`config.mk`:
```
export PLATFORM = sky130hd
export DESIGN_NAME = cond_stage
export DESIGN_NICKNAME = d
export VERILOG_FILES = /design/src/rtl/cond_stage.sv
export SDC_FILE = /design/constraint.sdc
export NUM_CORES = 1
export LEC_CHECK = 0
export ABC_AREA = 1
export BUFFER_PORTS_ARGS = -buffer_cell sky130_fd_sc_hd__clkbuf_2
export CORE_UTILIZATION = 30
export DETAILED_ROUTE_END_ITERATION = 12
export GPL_TIMING_DRIVEN = 0
export PLACE_DENSITY = 0.56
export SETUP_SLACK_MARGIN = 0.3
export SYNTH_ARGS = -nofsm -noshare
export SYNTH_HDL_FRONTEND = slang
export SYNTH_SLANG_ARGS = --single-unit
```
`constraint.sdc`:
```
create_clock -name clk -period 3.4 [get_ports clk]
set_input_delay 0.17 -clock clk [delete_from_list [all_inputs] [get_ports clk]]
set_output_delay 0.17 -clock clk [all_outputs]
set_load 0.01 [all_outputs]
```
`src/rtl/cond_stage.sv`:
```
// E->M boundary: NZCV flag register, condition evaluation and control gating; 1-cycle latency to M outputs, flags visible next cycle.
// No handshake: stall holds the M register and blocks flag writes, flush bubbles the M controls.
module cond_stage #(
  parameter int WIDTH = 32,
  parameter int AW    = 4
) (
  input  logic             clk,
  input  logic             reset,
  input  logic             stall,
  input  logic             flush,
  input  logic             valid_e,
  input  logic [3:0]       Cond,
  input  logic [3:0]       ALUFlags,
  input  logic [1:0]       FlagW,
  input  logic             PCS_e,
  input  logic             RegW_e,
  input  logic             MemW_e,
  input  logic             NoWrite_e,
  input  logic [WIDTH-1:0] ALUResult,
  input  logic [WIDTH-1:0] WriteData,
  input  logic [AW-1:0]    WA,
  output logic [3:0]       Flags,
  output logic             CondEx_e,
  output logic             valid_m,
  output logic             PCSrc_m,
  output logic             RegWrite_m,
  output logic             MemWrite_m,
  output logic [WIDTH-1:0] ALUOut_m,
  output logic [WIDTH-1:0] WriteData_m,
  output logic [AW-1:0]    WA_m
);

  logic [3:0] flags_q;
  logic       n, z, c, v;
  logic       cond_pass;
  logic       exec;
  logic       fl_en;

  assign {n, z, c, v} = flags_q;
  assign Flags        = flags_q;

  // Evaluated against the registered flags only; no bypass from ALUFlags.
  always_comb begin
    cond_pass = 1'b0;
    case (Cond)
      4'b0000: cond_pass = z;
      4'b0001: cond_pass = ~z;
      4'b0010: cond_pass = c;
      4'b0011: cond_pass = ~c;
      4'b0100: cond_pass = n;
      4'b0101: cond_pass = ~n;
      4'b0110: cond_pass = v;
      4'b0111: cond_pass = ~v;
      4'b1000: cond_pass = c & ~z;
      4'b1001: cond_pass = ~c | z;
      4'b1010: cond_pass = (n == v);
      4'b1011: cond_pass = (n != v);
      4'b1100: cond_pass = ~z & (n == v);
      4'b1101: cond_pass = z | (n != v);
      4'b1110: cond_pass = 1'b1;
      4'b1111: cond_pass = 1'b0;
      default: cond_pass = 1'b0;
    endcase
  end

  assign CondEx_e = cond_pass;
  assign exec     = valid_e & cond_pass;
  // Flush intentionally does not block the flag write; only stall does.
  assign fl_en    = exec & ~stall;

  always_ff @(posedge clk) begin
    if (!reset) begin
      flags_q <= 4'b0000;
    end else if (fl_en) begin
      if (FlagW[1]) flags_q[3:2] <= ALUFlags[3:2];
      if (FlagW[0]) flags_q[1:0] <= ALUFlags[1:0];
    end
  end

  always_ff @(posedge clk) begin
    if (!reset) begin
      valid_m     <= 1'b0;
      PCSrc_m     <= 1'b0;
      RegWrite_m  <= 1'b0;
      MemWrite_m  <= 1'b0;
      ALUOut_m    <= '0;
      WriteData_m <= '0;
      WA_m        <= '0;
    end else if (flush) begin
      // Data fields hold; a bubble only needs its controls cleared.
      valid_m    <= 1'b0;
      PCSrc_m    <= 1'b0;
      RegWrite_m <= 1'b0;
      MemWrite_m <= 1'b0;
    end else if (!stall) begin
      valid_m     <= valid_e;
      PCSrc_m     <= exec & PCS_e;
      RegWrite_m  <= exec & RegW_e & ~NoWrite_e;
      MemWrite_m  <= exec & MemW_e;
      ALUOut_m    <= ALUResult;
      WriteData_m <= WriteData;
      WA_m        <= WA;
    end
  end

endmodule
```
==> run metrics <==
status=complete, no violations; CP Launch Type=register; gpl congestion=0.823; drt via density=4.47; crit share post-route=0.542; Slew headroom=0.639; largest net degree at the start of global routing=15; vias in the first global route=2,954; core area=9280 um2; Max Cap Viol=0; Max clock buf depth=2; Starting Density=0.311; area of the die=10,000 um2; Core Util, Final=0.441; crit path kind=register to output port; Sink Count=76; Worst-Margin Slew=542 ps; RR Startpoint=Flags[0]; sequential element share of the synthesized area=0.527; minimum clock period=1840 ps; Clock Latency Late Sink=340 ps; Ant. Diodes=0; largest cells by area after synthesis=dfxtp_1, nor2_1, o21ai_0; worst vdd ir=0.213 mV; # port buffers=162; Detailed Routing Iterations Pass 1=5; Clock Skews=4.72 ps; WL final=8260 um; RSZ-0062 raised after global routing=no; CP Data Required Time=3230 ps; Reg2Reg Depth=13; Pins Over Slew Limit=0; Setup TNS=0 ps; area of the mapped netlist=2890 um2; layout cells sized above 1=0.344; R2R setup slack=1900 ps; met1 Track Usage GR=0.200; Detail Placement HPWL=6210 um; Tot Pwr=2.05 mW; worst hold path type=primary input to register; Vias=3,126; wire per inst=11.8 um; flops & latches, synth=76; post-synth top area share=0.527; CP Capture Point=CondEx_e; PostCTS Resize Cnt=0; IO Pins=164; std cell rows=35; Power per Cell Area=501 nW/um2; Synth Instances=392; Num CTS Buffers=9; Synthesis Warnings=0; CP Launch Point=Flags[0]; H-tree depth=3; Leak Pwr=2.12 nW; Setup Viol. Count Final=0; GRT Util Overall=0.168; critical path arrival=1670 ps; die width=100 um; Top Usage Layer GRT=met2; first-pass GRT wire length=13,200 um; die span in y=100 um; Post-CTS Hold Buffers=0; hold path cells=3; # DRC=0; Syn Nets=479; CTS tree=done; Worst-path clk slew=90 ps; Congestion Overflow GR=0; Synth area leader=dfxtp_1; met2 GRT Util=0.270; initial antenna violation count=0; Worst Path Max Fanout=10; synthesis-to-layout area growth=41.7%; GRT met3 Usage=0.0682; area post-placement=3860 um2; Final nets=652; Final Hold Viols=0; Antenna Nets Post-Route=0; initial drt markers=170; Hold Slack=34.2 ps; Post-Layout Inst Area=4090 um2; post-synthesis cell type count=18; CP Capture Type=output port; f_max=542 MHz; syn avg cell area=7.36 um2; Clk Tree Root Cell=clkbuf_8; worst flop-to-flop path endpoint=Flags[0]; post-CTS setup buffer count=0
state kept, by name, indices dropped and copies added (netlist names):
register / cells
valid_m: 1
RegWrite_m: 1
PCSrc_m: 1
Flags: 4
MemWrite_m: 1
ALUOut_m: 32
WriteData_m: 32
WA_m: 4
where the power goes:
group | leakage [nW] | internal (mW) | switching (mW)
clock | 0.113 | 0.440 | 0.354
sequential | 0.626 | 0.946 | 0.0279
combinational | 1.38 | 0.118 | 0.165
through the flow:
stage | std cells | setup slack (ps)
2_1_floorplan | 392 | 2010
3_3_place_gp | 683 | 1840
3_5_place_dp | 683 | 1800
4_1_cts | 699 | 1520
5_1_grt | 699 | 1380
6_report | 699 | 1560
cells in the mapped netlist (all sizes together):
master,instances
a21oi,5
buf,6
clkbuf,16
dfxtp,76
inv,20
nand2,29
nand3,14
nand4,4
nor2,149
o211ai,2
o21ai,71
how the worst min path moves through the flow:
stage	startpoint	endpoint	slack, ps
after floorplan	WriteData[12]	WriteData_m[12]	300
after global placement	ALUResult[29]	ALUOut_m[29]	390
after detailed placement	ALUResult[17]	ALUOut_m[17]	400
after CTS	WriteData[1]	WriteData_m[1]	20
after global routing	WriteData[0]	WriteData_m[0]	20
final	WriteData[0]	WriteData_m[0]	30
critical path: stages, from the launching register on:
cell and delay, ps:
dfxtp_1 420, inv_1 100, nand2_1 90, nand2_1 70, nand3_1 70, nand2_1 50, nand2_1 70, nand3_2 80
nand2_2 80, nand3_4 140, clkbuf_2 170
per-layer routing:
metal	part of all wire	vias up
met1	0.44	1397
met2	0.46	121
met4	0.016	0
li1	-	1596
met3	0.091	12
met5	0	-
logic make-up (layout without fill, tap and decap cells):
group	after synthesis	count (layout)	share of synthesized area
flip-flops	76	76	0.527
AND/OR/NAND/NOR	196	196	0.279
AO/OA/AOI/OAI	78	78	0.137
buffers and inverters	42	220	0.0568
cells in the final DEF, fill, tap and decap left out:
master	instances
a21oi_1	5
buf_1	1
buf_2	5
bufinv_16	2
clkbuf_1	16
clkbuf_2	162
clkbuf_8	10
clkinv_4	1
clkinvlp_4	1
dfxtp_1	76
inv_1	17
inv_2	3
inv_6	2
nand2_1	28
nand2_2	1
nand3_1	10
nand3_2	3
nand3_4	1
nand4_1	4
nor2_1	144
nor2_2	5
o211ai_1	2
o21ai_0	69
o21ai_1	2
final cells by class:
cell class                      instances  area (um2)
Buffer                                 22        88.8
Clock buffer                           10         138
Clock inverter                          6        93.8
Fill cell                             982        5190
Inverter                               20        75.1
Multi-Input combinational cell        274        1200
Sequential cell                        76        1520
Tap cell                              129         161
Timing Repair Buffer                  162         811
Note: power is estimated with default switching activity, not from simulation.
